$ cat src/rtl/fanout_settle_monitor.sv
// fanout_settle_monitor: times how long NCH buffered/inverted copies of src take to settle after each src change
module fanout_settle_monitor #(
  parameter int WIDTH      = 8,
  parameter int NCH        = 4,
  parameter int SETTLE_MAX = 3,
  parameter int CNT_W      = 4,
  localparam int LW        = $clog2(SETTLE_MAX + 1)
) (
  input  logic                   clk,
  input  logic                   rst_n,
  input  logic [WIDTH-1:0]       src,
  input  logic [NCH*WIDTH-1:0]   obs,
  input  logic [NCH-1:0]         inv_mask,
  input  logic                   clr,
  output logic                   busy,
  output logic                   settled,
  output logic [LW-1:0]          settle_lat,
  output logic                   timeout,
  output logic [NCH-1:0]         err_ch,
  output logic                   err_sticky,
  output logic [NCH*CNT_W-1:0]   mis_cnt
);
  typedef enum logic {IDLE, SETTLE} state_t;
  state_t               state_q, state_d;
  logic [WIDTH-1:0]     src_q;
  logic [LW-1:0]        elapsed_q, elapsed_d, lat_q, lat_d;
  logic                 settled_q, settled_d, timeout_q, timeout_d, sticky_q, sticky_d;
  logic [NCH-1:0]       err_ch_q, err_ch_d, mis;
  logic [NCH*CNT_W-1:0] cnt_q, cnt_d;
  logic                 chg;
  // 4-state compares so X/Z on src or any copy counts as a change/mismatch in simulation
  always_comb begin
    chg = src !== src_q;
    mis = '0;
    for (int k = 0; k < NCH; k++)
      mis[k] = !(obs[k*WIDTH +: WIDTH] === (inv_mask[k] ? ~src_q : src_q));
  end
  always_comb begin
    state_d   = state_q;
    elapsed_d = elapsed_q;
    lat_d     = lat_q;
    settled_d = 1'b0;
    timeout_d = 1'b0;
    err_ch_d  = clr ? '0 : err_ch_q;
    sticky_d  = clr ? 1'b0 : sticky_q;
    if (state_q == IDLE) begin
      if (chg) begin
        state_d   = SETTLE;
        elapsed_d = '0;
      end
    end else if (chg) begin
      elapsed_d = '0;
    end else if (~|mis) begin
      settled_d = 1'b1;
      lat_d     = elapsed_q;
      state_d   = IDLE;
    end else if (elapsed_q == LW'(SETTLE_MAX - 1)) begin
      timeout_d = 1'b1;
      err_ch_d  = mis;
      sticky_d  = 1'b1;
      state_d   = IDLE;
    end else begin
      elapsed_d = elapsed_q + 1'b1;
    end
  end
  // a simultaneous clr zeroes the base first, so a timeout still lands its increment
  always_comb begin
    cnt_d = '0;
    for (int k = 0; k < NCH; k++) begin
      cnt_d[k*CNT_W +: CNT_W] = clr ? '0 : cnt_q[k*CNT_W +: CNT_W];
      if (timeout_d && mis[k] && !(&cnt_d[k*CNT_W +: CNT_W]))
        cnt_d[k*CNT_W +: CNT_W] = cnt_d[k*CNT_W +: CNT_W] + 1'b1;
    end
  end
  always_ff @(posedge clk) begin
    src_q <= src;
    if (!rst_n) begin
      state_q   <= IDLE;
      elapsed_q <= '0;
      lat_q     <= '0;
      settled_q <= 1'b0;
      timeout_q <= 1'b0;
      err_ch_q  <= '0;
      sticky_q  <= 1'b0;
      cnt_q     <= '0;
    end else begin
      state_q   <= state_d;
      elapsed_q <= elapsed_d;
      lat_q     <= lat_d;
      settled_q <= settled_d;
      timeout_q <= timeout_d;
      err_ch_q  <= err_ch_d;
      sticky_q  <= sticky_d;
      cnt_q     <= cnt_d;
    end
  end
  assign busy       = state_q == SETTLE;
  assign settled    = settled_q;
  assign settle_lat = lat_q;
  assign timeout    = timeout_q;
  assign err_ch     = err_ch_q;
  assign err_sticky = sticky_q;
  assign mis_cnt    = cnt_q;
endmodule
$ cat config.mk
export PLATFORM = sky130hd
export DESIGN_NAME = fanout_settle_monitor
export DESIGN_NICKNAME = d
export VERILOG_FILES = /design/src/rtl/fanout_settle_monitor.sv
export SDC_FILE = /design/constraint.sdc
export NUM_CORES = 1
export LEC_CHECK = 0
export CORE_ASPECT_RATIO = 1.2
export CORE_MARGIN = 2
export CORE_UTILIZATION = 46
export DETAILED_ROUTE_END_ITERATION = 8
export PLACE_DENSITY = 0.8
export RECOVER_POWER = 25
export SLEW_MARGIN = 5
export SYNTH_ARGS = -nofsm -noshare
export SYNTH_HDL_FRONTEND = slang
export SYNTH_SLANG_ARGS = --single-unit
export TNS_END_PERCENT = 5
$ cat constraint.sdc
create_clock -name clk -period 2.5 [get_ports clk]
set_input_delay 0.5 -clock clk [delete_from_list [all_inputs] [get_ports clk]]
set_output_delay 0.5 -clock clk [all_outputs]
set_load 0.01 [all_outputs]
==> results of run 1 <==
stage by stage:
stage	util	cells	hold WS (ns)	setup TNS, ns
3_5_place_dp	0.675	374	0.452	-1.20
2_1_floorplan	-	232	0.447	0
3_3_place_gp	0.675	374	0.448	-0.316
5_1_grt	0.696	381	0.484	0
6_report	0.696	381	0.459	0
4_1_cts	0.696	381	0.468	0
state kept, by name, indices dropped and copies added, names as in the netlist:
| register | count |
|---|---|
| elapsed_q | 2 |
| timeout | 1 |
| settled | 1 |
| err_ch | 4 |
| mis_cnt | 16 |
| settle_lat | 2 |
| err_sticky | 1 |
| busy | 1 |
| src_q | 8 |
per-layer routing:
layer  wire length, um  part of all wire  GRT usage
met4               157             0.030     0.0918
met5                 0                 0          0
met1              1960              0.38      0.216
met3               370             0.071     0.0574
met2              2690              0.52      0.379
placed cells by master, fill, tap and decap left out, types with 7 or more instances in the layout:
| master | instances |
|---|---|
| and3_1 | 9 |
| clkdlybuf4s50_1 | 57 |
| clkbuf_8 | 7 |
| buf_4 | 23 |
| dlygate4sd3_1 | 15 |
| xnor2_1 | 43 |
| mux2i_1 | 11 |
| nand4_1 | 16 |
| nor4_1 | 8 |
| dfxtp_1 | 36 |
| nand2_1 | 12 |
| nor2b_1 | 20 |
| nand3_1 | 10 |
| and2_1 | 11 |
critical path, cell delays in order:
cell and delay (ns):
clkdlybuf4s50_1 0.42, xnor2_1 0.23, nand4_1 0.13, or3_1 0.40, a22oi_2 0.32, a211oi_2 0.16, mux2_4 0.32
power breakdown:
| group | internal, mW | leakage, nW | total, mW | switching, mW |
|---|---|---|---|---|
| clock | 0.245 | 0.0503 | 0.439 | 0.194 |
| sequential | 0.581 | 0.293 | 0.600 | 0.0188 |
| combinational | 0.138 | 0.880 | 0.229 | 0.0902 |
| total | 0.965 | 1.22 | 1.27 | 0.303 |
final timing paths:
| path | endpoint | slack [ns] | cells past startpoint |
|---|---|---|---|
| setup / recovery | elapsed_q[1]$_SDFFE_PN0P_ | 0.20 | 7 |
| hold / removal | settle_lat[0]$_SDFFE_PN0P_ | 0.46 | 2 |
| setup reg to reg | elapsed_q[1]$_SDFFE_PN0P_ | 0.32 | 6 |
| hold reg to reg | settle_lat[0]$_SDFFE_PN0P_ | 0.46 | 2 |
cell families after synthesis:
logic type,count (synthesis),share of synthesized area
mux,12,0.0561
flops,36,0.323
buf+inv,14,0.0443
simple gates,99,0.263
compound gates,14,0.0640
xor+xnor,52,0.221
fa+ha+maj,5,0.0281
area by class of cell:
type	instances	share of cell area
Clock buffer	7	0.0299
Inverter	2	0.00233
Multi-Input combinational cell	182	0.438
Sequential cell	36	0.224
Tap cell	58	0.0225
Timing Repair Buffer	96	0.284
==> reports/results.tsv, run 1 <==
metric	value	unit
yosysMostFrequentCell	xnor2_1	
grt_pass1_wl	8490	um
yosys-top-cells-count	xnor2_1 (43), dfxtp_1 (36), nor2b_1 (20)	
synth_area	0.00223	mm^2
dpl.hpwl	4400	um
clk_pin_slew_worst_paths	0.06	ns
drcViolationCount	0	
diodes	0	
slew_headroom	0.636	
power.density	394	mW/mm^2
synthFlopType	dfxtp_1	
avgSynthCellArea	9.61	um^2
cts_root_buf	clkbuf_8	
placed_area	0.00312	mm^2
place_ws	-0.121	ns
fin_nets	375	
cts_buffer_depth	2	
clock_skew	0.00382	ns
cts_tree	done	
fp-row-count	27	
initial_core_util	0.482	
grt_max_degree	18	
clock_latency	0.28	ns
r2r_start	src_q[2]$_DFF_P_	
synth_top_cell_area_share	0.323	
vias_per_cell	5.25	
wirelength	5180	um
gr-usage-all-layers	0.208	
cp.arrival	2.48	ns
htreeDepth	2	
hp-start	settle_lat[0]$_SDFFE_PN0P_	
async_flop_share	0	
grt_overflow_total	0	
max_freq	434	MHz
drtIter0Drc	65	
port_buffers	72	
ioPinCount	73	
cp.required	2.67	ns
crit_start	obs[2]	
grt_pass1_vias	1971	
netlist_instances	232	
worstHoldPathType	reg2reg	
first_pass_iters	4	
ctsResizeCount	0	
core_area	0.00463	mm^2
fin_ws	0.195	ns
place_congestion	0.825	
power.leakage	1.22	nW
crit_type	in2reg	
status	completed	
cts_sinks	36	
ys_types	36	
synth_area_leaders	dfxtp_1 (32%), xnor2_1 (17%), nor2b_1 (5.6%)	
yosys.area.top_type	dfxtp_1	
drive_above_1_share	0.139	
setup_violations	0	
end_kind	flop	
cts_made_buffers	5	
seq_area	721	um^2
fin_crit	2.30	ns
multi_input_area	0.00141	mm^2
die_y	80.3	um
routedWlPerCell	13.6	um
synth.yosys.warnings	0	
synth_fp_nets	284	
vdd_ir_drop_max	0.275	mV
n_fill_cell	361	
rsz0062_at_grt	no	
cts-hold-fix-buffers	0	
dieArea	0.00542	mm^2
drtAntennaViolNets	0	
p_total	1.27	mW
antenna_found_initial	0	
synth-edff-count	0	
start_kind	input port	
area_delta_synth_final	44.4	%
max_cap_violations	0	
num_vias	2002	
die_w	67.6	um
cp_max_fo	4	
hold_viol_final	0	
worst_pin_slew	0.546	ns
min_period_over_period	0.922	
ys_ff_latch	36	
final_area	0.00322	mm^2
slew_viol_final	0	
yosysSeqAreaShare	0.323	
post_cts_buffers	0	
Note: power is estimated with default switching activity, not from simulation.
==> run 2: changes to the inputs <==
- GPL_TIMING_DRIVEN: not set -> 1
==> results of run 2 <==
No change in the layout: final DEF, timing and power equal those of run 1.
